--- src/rtl/uart_rx_frame_ctrl.sv ---
// UART RX frame controller: start detection, 3x majority sampling, LSB-first
// deserialisation, parity/stop checking and one-cycle result pulses.
module uart_rx_frame_ctrl #(
   parameter int DATA_WIDTH = 8
) (
   input  logic                  clk,
   input  logic                  rst_n,
   input  logic                  RX_IN,
   input  logic                  PAR_EN,
   input  logic                  PAR_TYP,
   input  logic [5:0]            Prescale,
   input  logic [4:0]            edge_cnt,
   input  logic [3:0]            bit_cnt,
   output logic                  cnt_enable,
   output logic [DATA_WIDTH-1:0] P_DATA,
   output logic                  data_valid,
   output logic                  par_err,
   output logic                  stp_err,
   output logic                  busy
);

   typedef enum logic [2:0] {IDLE, START, DATA, PARITY, STOP} state_t;

   localparam logic [3:0] LAST_DATA = 4'(DATA_WIDTH);
   localparam logic [3:0] BIT_LIMIT = 4'(DATA_WIDTH + 2);

   state_t state, state_nxt;

   logic [5:0]            pre_q;
   logic                  par_en_q, par_typ_q;
   logic [DATA_WIDTH-1:0] shreg;
   logic                  samp0, samp1, bit_val, par_fail;

   logic [5:0] s_mid, s_m1, s_p1, s_p2, p_m1, edge6;
   logic       at_sm1, at_smid, at_sp1, at_sp2, last_edge, maj;
   logic       cap_cfg, set_pfail, ld_pdata, dv_nxt, pe_nxt, se_nxt;

   // Sample points derive from the prescale latched at start detection.
   assign s_mid     = pre_q >> 1;
   assign s_m1      = s_mid - 6'd1;
   assign s_p1      = s_mid + 6'd1;
   assign s_p2      = s_mid + 6'd2;
   assign p_m1      = pre_q - 6'd1;
   assign edge6     = {1'b0, edge_cnt};
   assign at_sm1    = (edge6 == s_m1);
   assign at_smid   = (edge6 == s_mid);
   assign at_sp1    = (edge6 == s_p1);
   assign at_sp2    = (edge6 == s_p2);
   assign last_edge = (edge6 == p_m1);
   assign maj       = (samp0 & samp1) | (samp0 & RX_IN) | (samp1 & RX_IN);

   always_ff @(posedge clk or negedge rst_n) begin
      if (!rst_n) state <= IDLE;
      else        state <= state_nxt;
   end

   always_comb begin
      state_nxt = state;
      cap_cfg   = 1'b0;
      set_pfail = 1'b0;
      ld_pdata  = 1'b0;
      dv_nxt    = 1'b0;
      pe_nxt    = 1'b0;
      se_nxt    = 1'b0;
      case (state)
         IDLE: begin
            if (!RX_IN) begin
               state_nxt = START;
               cap_cfg   = 1'b1;
            end
         end
         START: begin
            if (last_edge && bit_cnt == 4'd0) state_nxt = bit_val ? IDLE : DATA;
         end
         DATA: begin
            if (last_edge && bit_cnt == LAST_DATA) state_nxt = par_en_q ? PARITY : STOP;
         end
         PARITY: begin
            if (at_sp2 && (bit_val != (^shreg ^ par_typ_q))) set_pfail = 1'b1;
            if (last_edge) state_nxt = STOP;
         end
         STOP: begin
            // Resolve at mid-stop so a start bit with zero idle time is still caught.
            if (at_sp2) begin
               state_nxt = IDLE;
               dv_nxt    = bit_val & ~par_fail;
               ld_pdata  = bit_val & ~par_fail;
               pe_nxt    = par_fail;
               se_nxt    = ~bit_val;
            end
         end
         default: state_nxt = IDLE;
      endcase
      // Frame overrun (illegal prescale) abandons the frame silently.
      if (state != IDLE && bit_cnt > BIT_LIMIT) begin
         state_nxt = IDLE;
         ld_pdata  = 1'b0;
         dv_nxt    = 1'b0;
         pe_nxt    = 1'b0;
         se_nxt    = 1'b0;
      end
   end

   assign cnt_enable = (state != IDLE);
   assign busy       = (state != IDLE);

   always_ff @(posedge clk or negedge rst_n) begin
      if (!rst_n) begin
         pre_q      <= '0;
         par_en_q   <= 1'b0;
         par_typ_q  <= 1'b0;
         shreg      <= '0;
         samp0      <= 1'b1;
         samp1      <= 1'b1;
         bit_val    <= 1'b1;
         par_fail   <= 1'b0;
         P_DATA     <= '0;
         data_valid <= 1'b0;
         par_err    <= 1'b0;
         stp_err    <= 1'b0;
      end else begin
         if (cap_cfg) begin
            pre_q     <= Prescale;
            par_en_q  <= PAR_EN;
            par_typ_q <= PAR_TYP;
            par_fail  <= 1'b0;
         end else if (set_pfail) begin
            par_fail  <= 1'b1;
         end
         if (state != IDLE) begin
            if (at_sm1)  samp0   <= RX_IN;
            if (at_smid) samp1   <= RX_IN;
            if (at_sp1)  bit_val <= maj;
         end
         if (state == DATA && at_sp1) shreg <= {maj, shreg[DATA_WIDTH-1:1]};
         if (ld_pdata) P_DATA <= shreg;
         data_valid <= dv_nxt;
         par_err    <= pe_nxt;
         stp_err    <= se_nxt;
      end
   end

endmodule

--- config.mk ---
export PLATFORM = sky130hd
export DESIGN_NAME = uart_rx_frame_ctrl
export DESIGN_NICKNAME = d
export VERILOG_FILES = /design/src/rtl/uart_rx_frame_ctrl.sv
export SDC_FILE = /design/constraint.sdc
export NUM_CORES = 1
export LEC_CHECK = 0
export CAP_MARGIN = 25
export CORE_UTILIZATION = 50
export DETAILED_ROUTE_END_ITERATION = 12
export GPL_ROUTABILITY_DRIVEN = 0
export GPL_TIMING_DRIVEN = 0
export PLACE_DENSITY = 0.75
export SLEW_MARGIN = 20
export SYNTH_ARGS = -nofsm -noshare
export SYNTH_HDL_FRONTEND = slang
export SYNTH_SLANG_ARGS = --single-unit
--- constraint.sdc ---
create_clock -name clk -period 7.6 [get_ports clk]
set_clock_uncertainty 0.2 [all_clocks]
set_input_delay 1.52 -clock clk [delete_from_list [all_inputs] [get_ports clk]]
set_output_delay 1.52 -clock clk [all_outputs]
set_load 0.03 [all_outputs]
* Word-level counts from Yosys, hierarchy flattened *
Cells that the tools add are included.

cells by class
  add/subtract/negate cells = 4
  $mul = 0
  divide/modulo/power cells = 0
  order comparisons = 1
  equal/unequal tests = 16
  shifts and indexed selects = 0
  muxes and demuxes = 24
  bitwise logic cells = 9
  reduce and logical (&&, ||, !) cells = 14

operators by type and width
  operator               count
  $eq A5 B6 Y1           4
  $mux W3                7
  $mux W1                15
  $ne A3 B3 Y1 const B   5
  $pmux W3 S5            1
  $reduce_xor A8 Y1      1
  $add A5 B1 Y6 const B  1
  $add A5 B2 Y6 const B  1
  $eq A3 B2 Y1 const B   2
  $reduce_and A2 Y1      3
  $sub A5 B1 Y6 const B  1
  $sub A6 B1 Y6 const B  1
  $eq A5 B5 Y1           1
  $logic_and A1 B1 Y1    5
  $reduce_and A5 Y1      1
  $and A1 B1 Y1          4
  $eq A4 B4 Y1 const B   1
  $gt A4 B4 Y1 const B   1
  $logic_not A4 Y1       1
  $eq A3 B1 Y1 const B   1
  $eq A3 B3 Y1 const B   1
  $logic_not A3 Y1       1
  $reduce_bool A3 Y1     1
  $mux W2                1
  5 further kinds        7

word-level totals
  register bits after elaboration = 34
  bits in latches = 0
  RAM bits = 0
  bits in read-only memories = 0
  bits of input ports = 20
  word-level logic and storage cells = 81
  memories kept = 0

* Depth between registers and ports, before layout *
Gate-level depths: netlist of the first run.

  depth in word-level cells = 8
  gate-level depth with buffers = 10

* Least setup slack after synthesis of the first run *
OpenSTA, ideal clock, no wires.

  path kind = input-to-reg
  start = in edge_cnt[3]
  end = reg P_DATA[1]
  library setup time = 0.125 ns
  arrival time = 3.389 ns
  data required time = 7.275 ns
  setup slack = 3.887 ns
  stages = 8
  buffers on the path = 2
  cells stage by stage = clkbuf_1 -> xor2_1 -> xor2_1 -> nor3_2 -> or3b_1 -> nor3b_1 -> buf_4 -> mux2_2

between the ends
  word-level cells in the longest chain between the ends = 4

ends and longest elaborated chain
  item                   line  RTL
  start, declared        12    input logic [4:0] edge_cnt,
  $eq A5 B6 Y1           48    assign at_sp2 = (edge6 == s_p2);
  $mux W1 (3 in series)  --
  named net dv_nxt       36    logic cap_cfg, set_pfail, ld_pdata, dv_nxt, pe_nxt, se_nxt;
  end signal, assigned   136   if (ld_pdata) P_DATA <= shreg;
  end, declared          15    output logic [DATA_WIDTH-1:0] P_DATA,

The timed path passes the listed nets, and every way through them passes these cells.
A chain may end at the register's enable or synchronous reset.

* Worst setup path in the final report of the first run *
  start = reg state[0]
  end = out cnt_enable

between the ends
  word-level cells in the longest chain between the ends = 1

ends and longest elaborated chain
  item                    line  RTL
  start, declared         27    state_t state, state_nxt;
  start signal, assigned  54    else state <= state_nxt;
  $reduce_bool A3 Y1      104   assign cnt_enable = (state != IDLE);
  end, declared           14    output logic cnt_enable,

No other way between the ends.

==> results.py, run 1 <==
metrics = {
    "detailed_routing": {
        "dr_total_vias": 1597,
        "dr.pass1.iters": 4,
        "drt-total-wl_um": 4060,
        "drtAntennaViolNets": 0,
        "drtIter0Drc": 65,
        "via_per_inst": 5.51,
        "avgRoutedWirePerCell_um": 14.0,
        "drc_errors": 0,
    },
    "critical_path": {
        "r2r_slack_ns": 4.51,
        "crit_buf_inv": 4,
        "start_kind": "flip-flop",
        "path_depth": 5,
        "critPathLaunch": "state[0]",
        "endpoint": "cnt_enable",
        "critPathKind": "reg2out",
        "cpMaxStageDelayCell": "clkdlybuf4s50_1",
        "crit_path_max_incr_delay_ns": 0.58,
        "crit_chain": "clkbuf_1 > nor3_1 > inv_1 > buf_4 > clkdlybuf4s50_1",
        "critPathArrivalTime_ns": 2.28,
        "reg2reg_from": "pre_q[3]",
        "crit_family": "buffers and inverters",
        "end_kind": "output pin",
        "worst_ep_required_time_ns": 5.88,
        "critPathMaxFanout": 10,
        "rr_worst_depth": 10,
        "r2r-end": "P_DATA[1]",
    },
    "placement": {
        "hpwlAfterDp_um": 3020,
        "port_buffers": 30,
    },
    "sta": {
        "finalHoldViolCount": 0,
        "drv_slew": 0,
        "fmax_mhz": 250,
        "setup_viol": 0,
        "worst_pin_slew_ns": 0.602,
        "setup_tns_ns": 0,
        "finalCriticalPeriod_ns": 4.00,
        "grt_setup_unrepaired": "no",
        "slew_headroom": 0.588,
        "hold_ws_ns": 0.303,
        "fin_crit_sh": 0.527,
    },
    "finish": {
        "final.fill_count": 346,
        "nets": 268,
        "n_antenna_cell": 0,
        "drive_above_1_share": 0.157,
        "synthToLayoutAreaGrowth_pct": 23.6,
    },
    "logic_synthesis": {
        "synthTopCellsByCount": "dfrtp_1 (31), mux2_2 (20), nand2_1 (14), xnor2_1 (14), nor2_1 (12)",
        "synthesis.nets": 230,
        "syn_area_um2": 2040,
        "yosysMostFrequentCell": "dfrtp_1",
        "syn_inst": 203,
        "yosysSeqAreaShare": 0.418,
        "synth_top_area_cell": "dfrtp_1",
        "synthArstFlopShare": 1.00,
        "avgSynthCellArea_um2": 10.1,
        "synth_top_area_share": 0.379,
        "synthFlopType": "dfrtp_1",
        "yosys_warnings": 0,
        "synth_edf_count": 0,
        "synth-seq-cells": 34,
        "ys_types": 43,
        "synth_area_leaders": "dfrtp_1 (38%), mux2_2 (11%), xnor2_1 (6.0%)",
    },
    "die": {
        "die_y_um": 65.9,
        "initial_core_util": 0.538,
        "io_pins": 33,
        "die_w_um": 65.9,
        "row_count": 22,
        "die-area_um2": 4350,
        "design.core.area_um2": 3800,
    },
    "clock_tree": {
        "clk_latency_ns": 0.29,
        "cts_tree": "built",
        "htreeDepth": 2,
        "cts.sinks": 34,
        "root_buffer": "clkbuf_8",
        "cts_resized": 0,
        "cts_buffer_depth": 2,
        "cts.clk_slew.worst_paths_ns": 0.06,
        "postCtsSetupBuffers": 0,
        "numCtsBuffers": 5,
        "cts_hold_buf": 0,
    },
    "status": {
        "status": "complete, no violations",
    },
    "grt": {
        "grt_pass1_wl_um": 7010,
        "grt-ovfl-total": 0,
        "track_usage": 0.217,
        "antenna_found_initial": 0,
        "grt_pass1_vias": 1532,
        "grt_max_degree": 29,
    },
    "job": {
        "drv_cap": 0,
    },
    "power_and_ir_drop": {
        "ir_drop_mv": 0.195,
        "intPower_mw": 0.483,
        "combPwrFrac": 0.486,
        "p_sw_frac": 0.398,
        "power_frac_clock": 0.203,
        "seq_power_share": 0.311,
        "power.density_nw_per_um2": 317,
        "p_leak_nw": 1.12,
        "p_switching_mw": 0.319,
    },
    "min_path": {
        "min_path_type": "reg2reg",
        "min_path_cells": 1,
    },
}
worst min-delay path by stage:
stage | to | startpoint
2_1_floorplan | par_err | par_fail
4_1_cts | P_DATA[0] | P_DATA[0]
3_5_place_dp | P_DATA[0] | P_DATA[0]
3_3_place_gp | P_DATA[0] | P_DATA[0]
6_report | P_DATA[0] | P_DATA[0]
5_1_grt | P_DATA[6] | P_DATA[6]
power groups by stage:
| stage | Sequential (mW) | Combinational (mW) | Clock [mW] |
|---|---|---|---|
| after CTS | 0.250 | 0.388 | 0.165 |
| after floorplan | 0.245 | 0.296 | 0 |
| final | 0.249 | 0.389 | 0.163 |
| after global placement | 0.252 | 0.378 | 0 |
| after detailed placement | 0.253 | 0.385 | 0 |
| after global routing | 0.255 | 0.436 | 0.173 |
metal layers:
layer / track usage / wire, um
met1: 0.282 / 1890
met2: 0.335 / 1840
met3: 0.0638 / 236
met4: 0.0931 / 93
met5: 0 / 0
logic make-up (layout without fill, tap and decap cells):
group,count (synthesis),after routing,synth area share
adders and majority gates,8,8,0.0477
AOI/OAI and AO/OA,39,39,0.121
and+or+nand+nor,56,56,0.146
DFF,34,34,0.418
muxes,21,21,0.116
xor gates and xnor gates,25,25,0.111
buffers and inverters,20,59,0.0410
metrics by stage:
step / setup WS (ns) / cell area, um^2 / instances / total power, mW / utilization
after detailed placement: 3.32 / 2420 / 282 / 0.638 / 0.637
after global routing: 3.41 / 2530 / 290 / 0.865 / 0.665
after CTS: 3.56 / 2530 / 290 / 0.803 / 0.665
after floorplan: 3.89 / 2040 / 203 / 0.541 / -
after global placement: 3.34 / 2400 / 281 / 0.630 / 0.633
final: 3.60 / 2530 / 290 / 0.802 / 0.665
flip-flops by register name (all words and copies together), names as in the netlist:
signal	count
samp1	1
state	3
samp0	1
pre_q	6
par_err	1
data_valid	1
P_DATA	8
stp_err	1
par_typ_q	1
par_fail	1
par_en_q	1
shreg	8
bit_val	1
final cells by class:
class	instances	area, um^2	area share
Buffer	10	46.3	0.0183
Tap cell	48	60.1	0.0238
Timing Repair Buffer	31	315	0.125
Multi-Input combinational cell	149	1110	0.438
Clock buffer	7	76.3	0.0302
Inverter	10	37.5	0.0149
Clock inverter	1	30.0	0.0119
Sequential cell	34	855	0.338
cells in the final DEF (no fill, tap or decap), drive strengths merged, types with 2 or more instances in the layout:
cell type and n:
clkdlybuf4s50 29, or3 2, a311oi 2, dfstp 3
ha 7, nand4 2, a2111oi 2, nand2 14
mux2 21, buf 5, a21o 2, clkbuf 14
a21oi 11, o21ai 11, or3b 2, dfrtp 31
nand3 4, xnor2 14, inv 10, nor3b 2
and3 3, xor2 11, nor2 12, nor4 2
a31oi 4, nand2b 4, nor3 6
Power figures use the tool's default switching activity.
==> run 2: changes to the inputs <==
clock period = 3.7 ns   (was 7.6 ns; I/O delays follow)
==> results of run 2 <==
The final DEF is identical to that of run 1. Status: complete, no violations.
Among the figures that moved: setup slack after placement 3.32 ns -> 0.197 ns; clock-pin slew on the worst setup and hold paths 0.06 ns -> 0.07 ns; setup slack after layout 3.60 ns -> 0.475 ns; hold slack 0.303 ns -> 0.0825 ns; register-to-register setup slack 4.51 ns -> 0.61 ns; total power 0.802 mW -> 1.65 mW; worst IR drop on VDD 0.195 mV -> 0.401 mV
==> RTL edit 1, RTL diff (settings of run 2) <==
Reset style: synchronous (`rst_n`), changed in 2 clocked blocks.
--- a/src/rtl/uart_rx_frame_ctrl.sv
+++ b/src/rtl/uart_rx_frame_ctrl.sv
@@ -51,3 +51,3 @@
 
-   always_ff @(posedge clk or negedge rst_n) begin
+   always_ff @(posedge clk) begin
       if (!rst_n) state <= IDLE;
@@ -106,3 +106,3 @@
 
-   always_ff @(posedge clk or negedge rst_n) begin
+   always_ff @(posedge clk) begin
       if (!rst_n) begin
Formal check against the unedited RTL: differs if rst_n is asserted again (counterexample within 4 cycles, from zero or initial values and one cycle with rst_n low); with rst_n held inactive, the same outputs for 4 cycles.
==> RTL edit 1 against run 2 <==
- wire length is 9.0% higher
- register-to-register slack better by 560 ps
- global-route usage increased by 0.67 points
- core utilization fell by 0.30 points
- sequential cell count is the same
- first-iteration DRC count increased by 75%
- final area is 0.45% lower
- area after synthesis is 0.24% higher
- setup slack got worse by 120 ps
- fmax is 3.6% lower
Power is not compared: it rests on default switching activity, and its combinational part moved more than twofold at a synthesized area within 25%.
==> RTL edit 1: results (changes against run 2) <==
run_status:
  status: "completed"
critical_path:
  r2r-start: "pre_q[1]"
  crit_slowest_cell: "nor3_1"
  cpPeakStageDelay_ps: 600  # +20 ps
  cp_max_fo: 10  # unchanged
  arrival_ps: 2400  # +120 ps
  startpoint: "state[0]"
power:
  peakVddDrop_mv: 0.215
  total_leakage_power_nw: 0.975
hold_path:
  hp-start: "par_fail"
  hold_path.class: "flop to flop"
routing:
  routed_wl_um: 4420  # +9.0%
  firstDrtPassIters: 4  # unchanged
  drt_iter0_drc: 114  # +75%
  dr_total_vias: 1730  # +8.3%
global_route:
  grtUsageTotal: 0.224  # +0.00672
  grt_pass1_vias: 1541  # +0.59%
  grt_max_degree: 12  # -59%
  grt_pass1_wl_um: 7250  # +3.4%
  antenna_found_initial: 0  # unchanged
finish:
  nets: 295  # +10%
  top_regs: "P_DATA (8), shreg (8), pre_q (6)"
  diodes: 0  # unchanged
  nFillCells: 340  # -1.7%
  drive_gt1_frac: 0.0967  # -0.0604
place:
  dp_hpwl_um: 3320  # +9.9%
  dp_slack_ps: 436  # +239 ps
  io_buffers: 31  # +3.3%
  place_area_sq_um: 2420  # unchanged
sta:
  slew_headroom: 0.517  # -0.0715
  hold_viol_final: 0  # unchanged
clock_tree:
  clockBufferDepth: 2  # unchanged
  cts_hold_buf: 0  # unchanged
  cts_buffers: 5  # unchanged
  clkTransAtPathRegs_ps: 70  # about the same
  cts_root_buffer: "clkbuf_8"
  cts_resized: 0  # unchanged
  cts_setup_buffers: 0  # unchanged
  h-tree-depth: 2  # unchanged
  clk_latency_ps: 290  # about the same
yosys:
  synthTopCellsByCount: "dfxtp_1 (34), nor2_1 (28), mux2i_1 (26)"
  ys_async_sr_fraction: 0  # -1.00
  synth_area_leaders: "dfxtp_1 (33%), mux2i_1 (13%), xnor2_1 (7.7%), nor2_1 (5.1%), ha_1 (4.3%)"
  ys_seq_area_frac: 0.332  # -0.0859
  yosysUniqueCellTypes: 54  # +26%
  yosysWarnings: 0  # unchanged
  synth_nets: 257  # +12%
==> RTL edit 1: layout make-up <==
| type | instances | area share |
|---|---|---|
| Buffer | 11 | 0.0239 |
| Clock buffer | 6 | 0.0328 |
| Clock inverter | 2 | 0.00498 |
| Inverter | 10 | 0.0149 |
| Multi-Input combinational cell | 175 | 0.505 |
| Sequential cell | 34 | 0.271 |
| Tap cell | 48 | 0.0239 |
| Timing Repair Buffer | 31 | 0.123 |
==> RTL edit 1: through the flow <==
step,instances,util
4_1_cts,317,0.662
3_3_place_gp,309,0.637
5_1_grt,317,0.662
2_1_floorplan,230,-
6_report,317,0.662
3_5_place_dp,309,0.637
==> RTL edit 1: final timing paths <==
kind | to | slack (ps) | cells past startpoint
setup / recovery | cnt_enable | 360 | 5
hold / removal | par_err | 290 | 2
setup reg to reg | shreg[3] | 1170 | 6
hold reg to reg | par_err | 290 | 2
==> RTL edit 1: cell families (layout without fill, tap and decap cells) <==
group | count (synthesis) | in the layout | synth area share
XOR/XNOR | 24 | 24 | 0.106
buffers and inverters | 21 | 60 | 0.0476
AND/OR/NAND/NOR | 87 | 87 | 0.230
adder cells (fa/ha/maj) | 8 | 8 | 0.0476
flip-flops | 34 | 34 | 0.332
AO/OA/AOI/OAI | 30 | 30 | 0.110
multiplexers | 26 | 26 | 0.127
==> RTL edit 1: metal layers <==
layer,wire [um],part of all wire,GRT usage,up-vias
met5,0,0,0,-
met4,36,0.0081,0.0691,0
met3,203,0.046,0.0638,5
met2,1980,0.45,0.339,34
met1,2200,0.50,0.305,801
li1,-,-,-,890
==> RTL edit 1: critical path, delay by kind of cell, from the launching register on <==
family | cells | cell delay [ps]
buf+inv | 4 | 1170
simple gates | 1 | 600
flops | 1 | 330
==> RTL edit 1: report_power, final <==
group          internal [mW]  total (mW)  switching [mW]
combinational         0.0877       0.191           0.104
sequential             0.374       0.383         0.00830
clock                  0.149       0.287           0.137
total                  0.611       0.860           0.249
==> RTL edit 2, RTL diff (settings of run 2) <==
Made on the original files. Set the parameter `DATA_WIDTH` to 10 (it was 8).
--- a/src/rtl/uart_rx_frame_ctrl.sv
+++ b/src/rtl/uart_rx_frame_ctrl.sv
@@ -3,3 +3,3 @@
 module uart_rx_frame_ctrl #(
-   parameter int DATA_WIDTH = 8
+   parameter int DATA_WIDTH = 10
 ) (
Ports: changed (resized P_DATA); port bits go from 33 to 35. The function was not compared with the original's and may differ.
==> RTL edit 2 against run 2 <==
- total power increased by 9.8%
- sequential cell count increased by 4
- wire length is 4.6% higher
- setup slack got worse by 8.9 ps
- synthesized cell count rose by 0.49%
- final area increased by 9.7%
- area after synthesis up 9.7%
- count of clock-buffer cells in the layout decreased by 1
==> RTL edit 2: results (changes against run 2) <==
yosys:
  synth_xor_area_frac: 0.109  # -0.00140
  synth_compound_gate_area_share: 0.0971  # -0.0241
  synth_top_area_frac: 0.391  # +0.0112
  ys_seq_area_frac: 0.426  # +0.00779
  synth.mux.area_fraction: 0.156  # +0.0406
  yosys.area_share.adder: 0.0435  # -0.00421
routing:
  wl_per_cell_um: 14.4  # +2.9%
  met1_length_um: 2030  # +7.5%
  wl_met2_um: 2030  # +10%
  dr_wl_met3_um: 158  # -33%
place:
  io_buffers: 33  # +10%
  dp_slack_ps: 182  # -15.4 ps
global_route:
  grt_pass1_wl_um: 7090  # +1.2%
  grt_pass1_vias: 1533  # +0.065%
  grtUsageTotal: 0.204  # -0.0128
run_status:
  status: "completed"
power:
  clock_net_power_mw: 0.351  # +5%
  p_comb_mw: 0.888  # +11%
critical_path:
  rrSetupSlack_ps: 950  # +340 ps
  arrival_ps: 3200  # +920 ps
  critPathCapture: "P_DATA[1]"
  r2r-start: "pre_q[1]"
  startpoint: "edge_cnt[0]"
  rr_worst_depth: 7  # -3
sta:
  worst_pin_slew_ps: 492  # -109 ps
finish:
  top_regs: "P_DATA (10), shreg (10), pre_q (6)"
  nets: 272  # +1.5%
## RTL edit 2: cell type report
cell class	instances	area, sq um
fillers	350	1370
plain buffers	10	65.1
clock buffers	6	82.6
well taps	50	62.6
flip-flops and latches	38	955
multi-input cells	147	1190
clock inverters	1	30.0
inverters	9	33.8
repair buffers	34	353
## RTL edit 2: cell families after synthesis
family	after synthesis
XOR/XNOR	28
flip-flops	38
multiplexers	28
buffers and inverters	19
AO/OA/AOI/OAI	31
AND/OR/NAND/NOR	52
adder cells (fa/ha/maj)	8
## RTL edit 2: metrics by stage
stage | hold WS, ps | area (sq um) | std cells | utilization
after floorplan | 244 | 2240 | 204 | -
after global placement | 268 | 2640 | 287 | 0.636
after detailed placement | 275 | 2660 | 288 | 0.641
after CTS | 194 | 2770 | 295 | 0.668
after global routing | 213 | 2770 | 295 | 0.668
final | 195 | 2770 | 295 | 0.668
